### config.mk
export PLATFORM = sky130hd
export DESIGN_NAME = seq_responder
export DESIGN_NICKNAME = d
export VERILOG_FILES = /design/src/rtl/seq_responder.sv
export SDC_FILE = /design/constraint.sdc
export NUM_CORES = 1
export LEC_CHECK = 0
export BUFFER_PORTS_ARGS = -buffer_cell sky130_fd_sc_hd__buf_2
export CAP_MARGIN = 30
export CORE_MARGIN = 4
export CORE_UTILIZATION = 40
export CTS_CLUSTER_DIAMETER = 120
export DETAILED_ROUTE_END_ITERATION = 8
export PLACE_DENSITY = 0.64
export SYNTH_ARGS = -nofsm -noshare
export SYNTH_HDL_FRONTEND = slang
export SYNTH_SLANG_ARGS = --single-unit
### constraint.sdc
create_clock -name CLK -period 2.75 [get_ports CLK]
set_clock_uncertainty 0.15 [all_clocks]
set_input_delay 0 -clock CLK [delete_from_list [all_inputs] [get_ports CLK]]
set_output_delay 0 -clock CLK [all_outputs]
set_load 0.005 [all_outputs]
### src/rtl/seq_responder.sv
// seq_responder: receiving end of the RA/RB/TM sequencer strobes.
// Decodes {RA,RB,TM} back into sequencer states and checks that the stream is legal.
// Captures operand A, and operand B on the long path.
// Produces the transfer result when TM arrives.
// Optional feature macro: SEQ_RESPONDER_ERRCNT_EN enables the saturating ERR_CNT counter;
// when it is undefined, ERR_CNT is tied to zero.
module seq_responder #(
  parameter int WIDTH = 8
) (
  input  logic             CLK,
  input  logic             RESET,
  input  logic             RA,
  input  logic             RB,
  input  logic             TM,
  input  logic [WIDTH-1:0] DIN,
  output logic [WIDTH:0]   RESULT,
  output logic             DONE,
  output logic             JUMPED,
  output logic             ERR,
  output logic [7:0]       COUNT,
  output logic [7:0]       ERR_CNT
);

  typedef enum logic [2:0] {
    IDLE  = 3'd0,
    GOT_A = 3'd1,
    GOT_B = 3'd2,
    GOT_T = 3'd3,
    HUNT  = 3'd4
  } state_t;

  localparam logic [2:0] C_IDLE = 3'b000;
  localparam logic [2:0] C_S1   = 3'b100;
  localparam logic [2:0] C_S2   = 3'b110;
  localparam logic [2:0] C_S3   = 3'b001;

  state_t           state;
  logic [2:0]       code;
  logic             viol;
  logic [WIDTH-1:0] reg_a;
  logic [WIDTH-1:0] reg_b;

  // Full-width sum; the carry becomes the top bit of RESULT.
  function automatic logic [WIDTH:0] add_full(input logic [WIDTH-1:0] a,
                                              input logic [WIDTH-1:0] b);
    return {1'b0, a} + {1'b0, b};
  endfunction

  // Increment that sticks at 255 instead of wrapping.
  function automatic logic [7:0] sat_inc8(input logic [7:0] v);
    return (v == 8'hFF) ? v : v + 8'd1;
  endfunction

  assign code = {RA, RB, TM};

  // Flag a protocol violation for the current state/code pair; HUNT never reports a new one.
  always_comb begin
    viol = 1'b0;
    case (state)
      IDLE:    viol = !((code == C_IDLE) || (code == C_S1));
      GOT_A:   viol = !((code == C_S2) || (code == C_S3));
      GOT_B:   viol = (code != C_S3);
      GOT_T:   viol = (code != C_IDLE);
      default: viol = 1'b0;
    endcase
  end

  // Decoder FSM with the operand registers and all registered outputs.
  always_ff @(posedge CLK) begin
    DONE <= 1'b0;
    if (RESET) begin
      state  <= IDLE;
      reg_a  <= '0;
      reg_b  <= '0;
      RESULT <= '0;
      JUMPED <= 1'b0;
      ERR    <= 1'b0;
      COUNT  <= 8'd0;
`ifdef SEQ_RESPONDER_ERRCNT_EN
      ERR_CNT <= 8'd0;
`endif
    end else if (viol) begin
      // Datapath and counters hold; only the error status moves.
      state <= HUNT;
      ERR   <= 1'b1;
`ifdef SEQ_RESPONDER_ERRCNT_EN
      ERR_CNT <= sat_inc8(ERR_CNT);
`endif
    end else begin
      case (state)
        IDLE: begin
          if (code == C_S1) begin
            reg_a <= DIN;
            state <= GOT_A;
          end
        end
        GOT_A: begin
          if (code == C_S2) begin
            reg_b <= DIN;
            state <= GOT_B;
          end else begin
            // Short path: B was skipped, pass A through.
            RESULT <= {1'b0, reg_a};
            JUMPED <= 1'b1;
            DONE   <= 1'b1;
            COUNT  <= COUNT + 8'd1;
            state  <= GOT_T;
          end
        end
        GOT_B: begin
          RESULT <= add_full(reg_a, reg_b);
          JUMPED <= 1'b0;
          DONE   <= 1'b1;
          COUNT  <= COUNT + 8'd1;
          state  <= GOT_T;
        end
        GOT_T: state <= IDLE;
        HUNT: begin
          if (code == C_IDLE) state <= IDLE;
        end
        default: state <= IDLE;
      endcase
    end
  end

`ifndef SEQ_RESPONDER_ERRCNT_EN
  assign ERR_CNT = 8'd0;
`endif

endmodule

==> summary.md <==
| Metric | Value |
|---|---|
| Reg2reg end | reg_a[5] |
| Die X | 82.3 um |
| Area Growth Syn to Fin | 17.4% |
| Yosys warns | 0 |
| Layout cells sized above 1 | 19.4% |
| Post-DRT Antenna Nets | 0 |
| CTS sink count | 39 |
| Synth Cell Area | 2210 um^2 |
| Status | finished clean |
| Reg2Reg Depth | 5 |
| RSZ-0062 raised after global routing | no |
| WL per Instance | around 13 um |
| Max Fanout on Critical Path | 11 |
| Initial antenna violation count | 0 |
| Pre-Repair DR Iteration Count | 5 |
| Final Hold Viols | 0 |
| Final WS setup | between 0.2 and 0.3 ns |
| Most frequent cells in the layout | dfxtp_1 (39), nor2_1 (35), buf_2 (32) |
| CP Depth | 5 |
| Worst setup startpoint | state[0] |
| Die area | approximately 6800 um^2 |
| Vias | 1734 |
| Filler cells | ~520 |
| Starting Density | 42.2% |
| Peak supply drop | 263 uV |
| CP Class | flip-flop to flip-flop |
| Slew HR | between 50% and 60% |
| CP delay by family, top | simple AND/OR/NAND/NOR gates |
| Design area | approximately 2600 um^2 |
| Clock root cell | clkbuf_8 |
| Worst Tran Pin Value | between 0.6 and 0.7 ns |
| Power Dens Cells | just over 400 nW/um^2 |
| Top_reg_cell synth | dfxtp_1 |
| CP peak stage delay | roughly 0.56 ns |
| Final Non-Filler Cells | approximately 350 |
| Grt total ovfl | 0 |
| Flops & latches, synth | 39 |
| Worst Path Required | around 2.8 ns |
| CP Capture Type | flip-flop |
| Pin count of the biggest net entering global routing | 26 |
| Hold Path Class | primary input to flip-flop |
| Seq/Total Area, Yosys | about 35% |
| DRC viols | 0 |
| Pre-CTS WS | roughly 0.63 ns |
| CTS clk-pin slew, worst paths | ~0.07 ns |
| Finish-stage setup viols | 0 |
| GP Congestion | between 0.8 and 0.9 |
| Area after DPL | 2350 um^2 |
| CP max stage cell | dlygate4sd3_1 |
| Nets | around 300 |
| Core Footprint | around 5200 um^2 |
| Total GRT Usage | 15.1% |
| Commonest non-fill, non-tap cell in the layout | dfxtp_1 |
| Clock insertion delay at the later pin of the skew report | 0.29 ns |
| Drt initial violations | 120 |
| Die H | slightly above 80 um |
| Post-synth EDFFs | 0 |
| Antenna cells | 0 |
| RR Startpoint | state[0] |
| Final Core Density | 49.5% |
| Min Tclk post-route | about 2.5 ns |
| Synth cell types | 54 |
| Mapped Avg Cell Area | 9.40 um^2 |
| Post-cts resize count | 0 |
| CTS tree | done |
| Fin. max-slew vios | 0 |
| Critical path destination | reg_a[5] |
| Drt total wl | 4580 um |
| Crit share post-route | 89.4% |
| Placement row count | 26 |
| Max Cap Viol | 0 |
| CTS H-Tree Depth | 2 |
| Number of CTS-inserted buffers | 5 |
| Fin Hold WS | slightly above 0.07 ns |
| Critical Path AT | approximately 2.5 ns |
| First-pass GRT wire length | 7750 um |
| Via/cell ratio | ~5.0 |
| CTS max path bufs | 2 |
| Top Ports | 41 |
| Critical-path cell list | or3_1, nand2b_1, mux2i_1, nor2_1, dlygate4sd3_1 |
| Post-DP HPWL | approximately 3400 um |
| Fmax | slightly above 0.4 GHz |
| Port buffer count | 32 |
| Final Power | 1.04 mW |
| Critical path buffers and inverters | 1 |
| R2R Setup Slk | between 0.2 and 0.3 ns |
| Synth async-reset ratio | 0% |
| Post-synthesis cell count | 235 |
| Number of global-route vias before repair | approximately 1.6k |
| Inst Count DP | 323 |
| Setup TNS | 0 ns |
| Leakage | approximately 1.3 nW |
| Critical path startpoint category | flip-flop |
-- flip-flops by register name (all words and copies together), names as in the netlist --
signal,cells
state,3
ERR,1
reg_a,8
RESULT,9
COUNT,8
DONE,1
JUMPED,1
reg_b,8
-- logic make-up after synthesis --
logic type	Yosys count	share of synthesized area, %
muxes	21	9.57
xor gates and xnor gates	11	5.21
DFF	39	35.3
adders and majority gates	10	6.00
buffers and inverters	26	7.25
AOI/OAI and AO/OA	41	13.5
other	1	0.170
and+or+nand+nor	86	23.0
-- synthesized netlist by cell type (2+ instances only) --
cell | number | area [um^2]
dfxtp_1 | 39 | 781
nor2_1 | 35 | 131
mux2i_1 | 20 | 200
buf_4 | 11 | 82.6
nand2_1 | 11 | 41.3
a21oi_1 | 9 | 45.0
ha_1 | 9 | 113
nor2b_1 | 6 | 37.5
o21ai_0 | 6 | 30.0
buf_2 | 5 | 25.0
xnor2_1 | 5 | 43.8
xor2_1 | 5 | 43.8
clkbuf_1 | 4 | 15.0
inv_1 | 4 | 15.0
nand4_1 | 4 | 25.0
a211oi_1 | 3 | 22.5
a21o_1 | 3 | 22.5
nand2b_1 | 3 | 18.8
nand3_1 | 3 | 15.0
nor3_1 | 3 | 15.0
nor4_1 | 3 | 18.8
o211ai_1 | 3 | 22.5
or3_1 | 3 | 18.8
a211oi_2 | 2 | 25.0
a221oi_1 | 2 | 17.5
a311oi_1 | 2 | 17.5
buf_6 | 2 | 22.5
nand3b_1 | 2 | 15.0
nand4b_1 | 2 | 17.5
nor4_4 | 2 | 42.5
-- final cells by class --
type	count	area [um^2]	area share [%]
clock inverter	1	5.00	0.193
tap	70	87.6	3.38
inverter	4	15.0	0.579
multi-input combinational	177	1290	49.9
sequential	39	781	30.1
timing repair buffer	51	335	12.9
clock buffer	7	76.3	2.94
-- report_power, final --
part           switching [mW]  internal [mW]
combinational          0.0483         0.0427
sequential            0.00967          0.571
clock                   0.194          0.178
total                   0.252          0.792
-- tightest hold or removal path, delay by kind of cell --
| kind | cells | cell delay, ns |
|---|---|---|
| and+or+nand+nor | 3 | 0.25 |
| buffers and inverters | 1 | 0.17 |
| xor gates and xnor gates | 1 | 0.06 |
-- per-layer routing --
metal	GRT usage, %	share of wire, %	vias up
met2	22.1	45	30
met4	6.48	1.7	0
li1	-	-	909
met5	0	0	-
met3	3.90	4.5	7
met1	20.7	49	788
-- repair_timing --
action                                  in CTS  in global routing
buffers inserted                             0                  5
endpoints found under the hold margin       21                  0
hold buffers                                13                  0
endpoints found under the setup margin       0                  1
-- how the worst min path moves through the flow --
| stage | from | end | cells after the start |
|---|---|---|---|
| final | RA | COUNT[2] | 5 |
| after global routing | RA | COUNT[2] | 5 |
| after CTS | RA | COUNT[2] | 5 |
| after detailed placement | DIN[1] | reg_a[1] | 3 |
| after global placement | DIN[3] | reg_b[3] | 3 |
| after floorplan | DIN[0] | reg_a[0] | 2 |
(Power assumes the default switching activity.)
